<file path="config.mk">
export PLATFORM = sky130hd
export DESIGN_NAME = tile_plotter_flat
export DESIGN_NICKNAME = d
export VERILOG_FILES = /design/src/rtl/tile_plotter_if.sv /design/src/rtl/tile_plotter.sv /design/src/flat_wrapper.sv
export SDC_FILE = /design/constraint.sdc
export NUM_CORES = 1
export LEC_CHECK = 0
export ABC_AREA = 1
export CORE_UTILIZATION = 30
export CTS_BUF_LIST = sky130_fd_sc_hd__clkbuf_8
export DETAILED_ROUTE_END_ITERATION = 16
export GPL_TIMING_DRIVEN = 0
export PLACE_DENSITY = 0.62
export RECOVER_POWER = 25
export SLEW_MARGIN = 15
export SYNTH_ARGS = -nofsm -noshare
export SYNTH_HDL_FRONTEND = slang
export SYNTH_SLANG_ARGS = --single-unit
</file>
<file path="constraint.sdc">
create_clock -name clock -period 4.15 [get_ports clock]
set_clock_uncertainty 0.05 [all_clocks]
set_input_delay 0.83 -clock clock [delete_from_list [all_inputs] [get_ports clock]]
set_output_delay 0.83 -clock clock [all_outputs]
set_load 0.01 [all_outputs]
</file>
<file path="src/rtl/tile_plotter_if.sv">
// Request, ROM and VGA pixel signals of the tile plotter.
// slave is the plotter side; master is the side that drives requests and ROM data.
interface tile_plotter_if;
    logic        plot;
    logic        ld_sprite;
    logic [2:0]  sprite_sel;
    logic [3:0]  tile_addr;
    logic [3:0]  tile_id;
    logic [13:0] rom_addr;
    logic [2:0]  rom_data;
    logic [17:0] spr_addr;
    logic [2:0]  spr_data;
    logic [7:0]  x;
    logic [6:0]  y;
    logic [2:0]  colour;
    logic        writeEn;
    logic        done;
    logic        busy;

    modport master (
        output plot, ld_sprite, sprite_sel, tile_addr, tile_id, rom_data, spr_data,
        input  rom_addr, spr_addr, x, y, colour, writeEn, done, busy
    );

    modport slave (
        input  plot, ld_sprite, sprite_sel, tile_addr, tile_id, rom_data, spr_data,
        output rom_addr, spr_addr, x, y, colour, writeEn, done, busy
    );
endinterface

</file>
<file path="src/rtl/tile_plotter.sv">
// Draws one TILE x TILE board tile or a 160x120 sprite from synchronous ROMs to a VGA writer.
// Define TILE_BORDER_EN to paint the outer ring of every non-blank tile in colour 3'b111.
module tile_plotter #(
    parameter int unsigned X_OFF = 20,
    parameter int unsigned Y_OFF = 0,
    parameter int unsigned TILE  = 30
) (
    input logic           clock,
    input logic           resetN,
    tile_plotter_if.slave bus
);
`ifdef TILE_BORDER_EN
    localparam bit BorderEn = 1'b1;
`else
    localparam bit BorderEn = 1'b0;
`endif
    localparam logic [7:0] TileLast = 8'(TILE - 1);
    localparam logic [7:0] SprLastX = 8'd159;
    localparam logic [6:0] SprLastY = 7'd119;

    typedef enum logic [2:0] {StIdle, StTileDraw, StSpriteDraw, StFlush, StDone} state_t;

    state_t     state;
    logic [7:0] cntX;
    logic [6:0] cntY;
    logic [1:0] tileCol;
    logic [1:0] tileRow;
    logic [3:0] tileId;
    logic [2:0] spriteSel;
    logic       isSprite;
    logic       armed;
    logic       pipeVld;
    logic       pipeEdge;
    logic [7:0] pipeX;
    logic [6:0] pipeY;

    logic       tileEnd;
    logic       spriteEnd;
    logic       edgePix;
    logic [7:0] tileX;
    logic [6:0] tileY;

    always_comb begin
        tileEnd   = (cntX == TileLast) && (cntY == TileLast[6:0]);
        spriteEnd = (cntX == SprLastX) && (cntY == SprLastY);
        edgePix   = (cntX == 8'd0) || (cntX == TileLast) ||
                    (cntY == 7'd0) || (cntY == TileLast[6:0]);
        tileX     = 8'(X_OFF + 32'(tileCol) * TILE + 32'(cntX));
        tileY     = 7'(Y_OFF + 32'(tileRow) * TILE + 32'(cntY));
    end

    assign bus.rom_addr = {tileId, cntY[4:0], cntX[4:0]};
    assign bus.spr_addr = {spriteSel, cntY, cntX};

    always_ff @(posedge clock) begin
        if (!resetN) begin
            state       <= StIdle;
            cntX        <= '0;
            cntY        <= '0;
            tileCol     <= '0;
            tileRow     <= '0;
            tileId      <= '0;
            spriteSel   <= '0;
            isSprite    <= 1'b0;
            armed       <= 1'b1;
            pipeVld     <= 1'b0;
            pipeEdge    <= 1'b0;
            pipeX       <= '0;
            pipeY       <= '0;
            bus.writeEn <= 1'b0;
            bus.x       <= '0;
            bus.y       <= '0;
            bus.colour  <= '0;
            bus.done    <= 1'b0;
            bus.busy    <= 1'b0;
        end else begin
            // Output stage: the pixel addressed last cycle meets its ROM data now.
            bus.writeEn <= pipeVld;
            bus.x       <= pipeX;
            bus.y       <= pipeY;
            if (isSprite)                  bus.colour <= bus.spr_data;
            else if (tileId == 4'd15)      bus.colour <= 3'b000;
            else if (BorderEn && pipeEdge) bus.colour <= 3'b111;
            else                           bus.colour <= bus.rom_data;
            pipeVld  <= 1'b0;
            bus.done <= 1'b0;
            if (!bus.ld_sprite) armed <= 1'b1;

            case (state)
                StIdle: begin
                    cntX <= '0;
                    cntY <= '0;
                    if (bus.plot) begin
                        tileCol  <= bus.tile_addr[1:0];
                        tileRow  <= bus.tile_addr[3:2];
                        tileId   <= bus.tile_id;
                        isSprite <= 1'b0;
                        bus.busy <= 1'b1;
                        state    <= StTileDraw;
                    end else if (bus.ld_sprite && armed) begin
                        spriteSel <= bus.sprite_sel;
                        isSprite  <= 1'b1;
                        armed     <= 1'b0;
                        bus.busy  <= 1'b1;
                        state     <= StSpriteDraw;
                    end
                end
                StTileDraw: begin
                    pipeVld  <= 1'b1;
                    pipeX    <= tileX;
                    pipeY    <= tileY;
                    pipeEdge <= edgePix;
                    if (cntX == TileLast) begin
                        cntX <= '0;
                        if (tileEnd) begin
                            cntY  <= '0;
                            state <= StFlush;
                        end else begin
                            cntY <= cntY + 7'd1;
                        end
                    end else begin
                        cntX <= cntX + 8'd1;
                    end
                end
                StSpriteDraw: begin
                    pipeVld  <= 1'b1;
                    pipeX    <= cntX;
                    pipeY    <= cntY;
                    pipeEdge <= 1'b0;
                    if (cntX == SprLastX) begin
                        cntX <= '0;
                        if (spriteEnd) begin
                            cntY  <= '0;
                            state <= StFlush;
                        end else begin
                            cntY <= cntY + 7'd1;
                        end
                    end else begin
                        cntX <= cntX + 8'd1;
                    end
                end
                StFlush: state <= StDone;
                StDone: begin
                    bus.done <= 1'b1;
                    bus.busy <= 1'b0;
                    state    <= StIdle;
                end
                default: state <= StIdle;
            endcase
        end
    end
endmodule

</file>
<file path="src/flat_wrapper.sv">
// flat-port wrapper written by rule: the top's interface ports become plain ports
module tile_plotter_flat 
#(
    parameter int unsigned X_OFF = 20,
    parameter int unsigned Y_OFF = 0,
    parameter int unsigned TILE  = 30
)
  (clock, resetN, bus_plot, bus_ld_sprite, bus_sprite_sel, bus_tile_addr, bus_tile_id, bus_rom_data, bus_spr_data, bus_rom_addr, bus_spr_addr, bus_x, bus_y, bus_colour, bus_writeEn, bus_done, bus_busy);
  tile_plotter_if bus_i ();
  input logic clock;
  input logic resetN;
  input wire logic [$bits(bus_i.plot)-1:0] bus_plot;
  input wire logic [$bits(bus_i.ld_sprite)-1:0] bus_ld_sprite;
  input wire logic [$bits(bus_i.sprite_sel)-1:0] bus_sprite_sel;
  input wire logic [$bits(bus_i.tile_addr)-1:0] bus_tile_addr;
  input wire logic [$bits(bus_i.tile_id)-1:0] bus_tile_id;
  input wire logic [$bits(bus_i.rom_data)-1:0] bus_rom_data;
  input wire logic [$bits(bus_i.spr_data)-1:0] bus_spr_data;
  output wire logic [$bits(bus_i.rom_addr)-1:0] bus_rom_addr;
  output wire logic [$bits(bus_i.spr_addr)-1:0] bus_spr_addr;
  output wire logic [$bits(bus_i.x)-1:0] bus_x;
  output wire logic [$bits(bus_i.y)-1:0] bus_y;
  output wire logic [$bits(bus_i.colour)-1:0] bus_colour;
  output wire logic [$bits(bus_i.writeEn)-1:0] bus_writeEn;
  output wire logic [$bits(bus_i.done)-1:0] bus_done;
  output wire logic [$bits(bus_i.busy)-1:0] bus_busy;
  assign bus_i.plot = bus_plot;
  assign bus_i.ld_sprite = bus_ld_sprite;
  assign bus_i.sprite_sel = bus_sprite_sel;
  assign bus_i.tile_addr = bus_tile_addr;
  assign bus_i.tile_id = bus_tile_id;
  assign bus_i.rom_data = bus_rom_data;
  assign bus_i.spr_data = bus_spr_data;
  assign bus_rom_addr = bus_i.rom_addr;
  assign bus_spr_addr = bus_i.spr_addr;
  assign bus_x = bus_i.x;
  assign bus_y = bus_i.y;
  assign bus_colour = bus_i.colour;
  assign bus_writeEn = bus_i.writeEn;
  assign bus_done = bus_i.done;
  assign bus_busy = bus_i.busy;
  tile_plotter #(.X_OFF(X_OFF), .Y_OFF(Y_OFF), .TILE(TILE)) u_core (.clock(clock), .resetN(resetN), .bus(bus_i));
endmodule
</file>
==> run metrics <==
ys flop type sky130_fd_sc_hd__dfxtp_1; count of non-filler cells in the finished layout 702; Post-Place Cells 686; Die Footprint 12200 µm²; clock-pin slew on the worst setup and hold paths 80 ps; CTS Buf Count 9; netlist area before placement 3520 µm²; highest-count cells in the layout ignoring fill and taps 107 x sky130_fd_sc_hd__nand2_1, 70 x sky130_fd_sc_hd__clkdlybuf4s50_1, 69 x sky130_fd_sc_hd__inv_1, 68 x sky130_fd_sc_hd__dfxtp_1, 35 x sky130_fd_sc_hd__nand3_1; maximum capacitance violations 0; worst-path cell chain inv_1 -> ha_1 -> inv_1 -> ha_1 -> inv_1 -> ha_1 -> inv_1 -> fa_1 -> inv_1 -> nand2_1 -> a21oi_1 -> nor2_1 -> nand2_1 -> nand2_1 -> nor2_1 -> o21ai_1; number of distinct library cells after synthesis 38; total setup violations reported at the end of the flow 0; HP Start u_core.pipeY[6]; wire length per cell 12.8 µm; run status finished, final reports clean; first-pass GRT wire length 14.7 mm; Reg2Reg Setup Slack 1670 ps; type of the worst setup path reg2reg; aggregate routed wire length 8.99 mm; grt peak-use layer met2; die extent in x 110 µm; worst-case vdd ir drop 290 µV; commonest non-fill, non-tap cell in the layout sky130_fd_sc_hd__nand2_1; maximum number of pins on one net before global-route repair 13; CP max stage cell sky130_fd_sc_hd__fa_1; Multi-input gate area 1730 µm²; Inserted Diodes 0; WHS 379 ps; required time at the endpoint of the critical path 4340 ps; finished layout cell area 4680 µm²; count of synthesis-stage warnings from yosys 0; latest clock arrival within the worst-skew pair 350 ps; net count of the mapped netlist 521; met3 routing resource usage after global routing 0.0435; antenna violations before repair 0; via count of the first global-routing pass 3235; pre-CTS worst setup slack 1690 ps; final-stage net count 603; min cycle time layout 2480 ps; RSZ-0062 raised after global routing false; Synth Area per Inst 7.45 µm²; DRC violation count after routing 0; worst setup path startpoint u_core.tileCol[0]; final max-slew violation count 0; Core Box Area 11400 µm²; area delta synth->final 33.2%; height of the chip 110 µm; fraction of final layout cells with drive strength greater than 1 0.0877; count of port buffers added during placement 71; effective utilization at floorplan 0.308; gate count after technology mapping 472; routing usage on met2 0.275; type of element launching the critical path flip-flop; TritonCTS clock tree done; sequential share of the synthesized area 0.387; register area 1360 µm²; number of vias per cell after detailed routing 4.63; placed inst area 4410 µm²; final clock period utilization by the worst path 0.597; Static Leakage 0.00217 µW; transition time of the tightest slew-check pin 650 ps; fill cell instance count of the final layout 1207; global-route met1 utilization 0.190; ys async rst share 0; count of antenna-violating nets left after detailed routing 0; Hold Path Class reg2reg; Overflow after GRT 0; initial detailed-routing violation count 152; clock tree buffer depth 2; Arr. time, crit path 2670 ps; sort of element at the end of the critical path flip-flop; clock root buffer master sky130_fd_sc_hd__clkbuf_8; hold bufs inserted after CTS 0; number of detailed-route iterations in the first pass 4; summed negative setup slack over all endpoints 0 ps; number of gates resized after cts 0; number of enable-type register cells in the synthesized netlist 0; HPWL after detailed placement 6.96 mm; peak fanout along the critical path 3; final critical-path setup slack 1670 ps; maximum level of the CTS H-tree 3; source of the worst register-to-register timing path u_core.tileCol[0]; final weighted congestion in routability-driven placement 0.833; total vias in the final route 3252; global router's overall resource usage 0.159; number of ports placed on the die boundary 74; Most common cell on crit path sky130_fd_sc_hd__inv_1; clock net sink count 68; Row Count 39; Post-CTS Repair Setup Buffers 0; total count of hold-check failures in the final report 0; Pwr Density 567 nW/µm²; relative slew slack 0.565; critical path's largest stage delay 390 ps; count of state elements after synthesis 68; top achievable clock speed 0.404 GHz
==> state kept, by name, indices dropped and copies added (netlist names) <==
register            flops
u_core.tileRow          2
u_core.cntY             7
u_core.tileId           4
u_core.armed            1
u_core.bus.writeEn      1
u_core.state            3
u_core.pipeY            7
u_core.bus.x            8
u_core.pipeVld          1
u_core.bus.busy         1
u_core.tileCol          2
u_core.spriteSel        3
u_core.bus.y            7
u_core.bus.done         1
u_core.bus.colour       3
u_core.isSprite         1
u_core.cntX             8
u_core.pipeX            8
==> cells in the mapped netlist (2+ instances only) <==
cell                       instances  area share
sky130_fd_sc_hd__clkbuf_1          6      0.0064
sky130_fd_sc_hd__buf_4            12       0.026
sky130_fd_sc_hd__xor2_1            5       0.012
sky130_fd_sc_hd__inv_1            67       0.072
sky130_fd_sc_hd__a22oi_1           2      0.0043
sky130_fd_sc_hd__o21ai_2           2      0.0050
sky130_fd_sc_hd__o21ai_0          21       0.030
sky130_fd_sc_hd__dfxtp_1          68        0.39
sky130_fd_sc_hd__o21ai_1          11       0.016
sky130_fd_sc_hd__o22ai_1           3      0.0053
sky130_fd_sc_hd__a21oi_1          33       0.047
sky130_fd_sc_hd__buf_2             3      0.0043
sky130_fd_sc_hd__nand3_1          35       0.050
sky130_fd_sc_hd__nand2_1         107        0.11
sky130_fd_sc_hd__inv_2             6      0.0064
sky130_fd_sc_hd__nor2_1           28       0.030
sky130_fd_sc_hd__fa_1              2       0.011
sky130_fd_sc_hd__nand2_4           3      0.0096
sky130_fd_sc_hd__nand4_1           8       0.014
sky130_fd_sc_hd__ha_1             26       0.092
sky130_fd_sc_hd__nor3_1            7       0.010
==> power by group <==
| part | internal (µW) | leakage [µW] | switching [µW] |
|---|---|---|---|
| registers | 785 | 0.000555 | 75.8 |
| logic | 409 | 0.00147 | 592 |
| clock network | 538 | 0.000147 | 256 |
| total | 1730 | 0.00217 | 924 |
==> metal layers <==
layer / share of wire / vias up
li1: - / 1682
met4: 0.012 / 0
met5: 0 / -
met2: 0.47 / 96
met3: 0.064 / 14
met1: 0.45 / 1460
==> final timing paths <==
path | cells after the start | to
min reg2reg | 2 | u_core.bus.y[6]
min | 2 | u_core.bus.y[6]
max reg2reg | 16 | u_core.pipeX[6]
max | 16 | u_core.pipeX[6]
==> worst max-delay path, delay by kind of cell, from the launching register on <==
kind | cells | cell delay [ps]
compound gates | 2 | 250
buf+inv | 5 | 320
fa+ha+maj | 4 | 1090
simple gates | 5 | 310
flops | 1 | 360
==> through the flow <==
stage / utilization / total power (µW)
finish: 0.410 / 2660
global placement: 0.386 / 1880
global route: 0.410 / 2860
floorplan: - / 1550
CTS: 0.412 / 2700
detailed placement: 0.386 / 1890
==> area by class of cell <==
cell class | count | area share
clock buffers | 10 | 0.0294
flip-flops and latches | 68 | 0.291
inverters | 73 | 0.0585
plain buffers | 22 | 0.0289
well taps | 143 | 0.0382
clock inverters | 6 | 0.0339
repair buffers | 71 | 0.152
multi-input cells | 309 | 0.369
==> cells by family after synthesis <==
kind of cell             Yosys count  synth area share
flip-flops                        68             0.387
AND/OR/NAND/NOR                  197             0.254
AO/OA/AOI/OAI                     78             0.123
adder cells (fa/ha/maj)           28             0.104
buffers and inverters             95             0.117
XOR/XNOR                           6            0.0149
(Power assumes the default switching activity.)
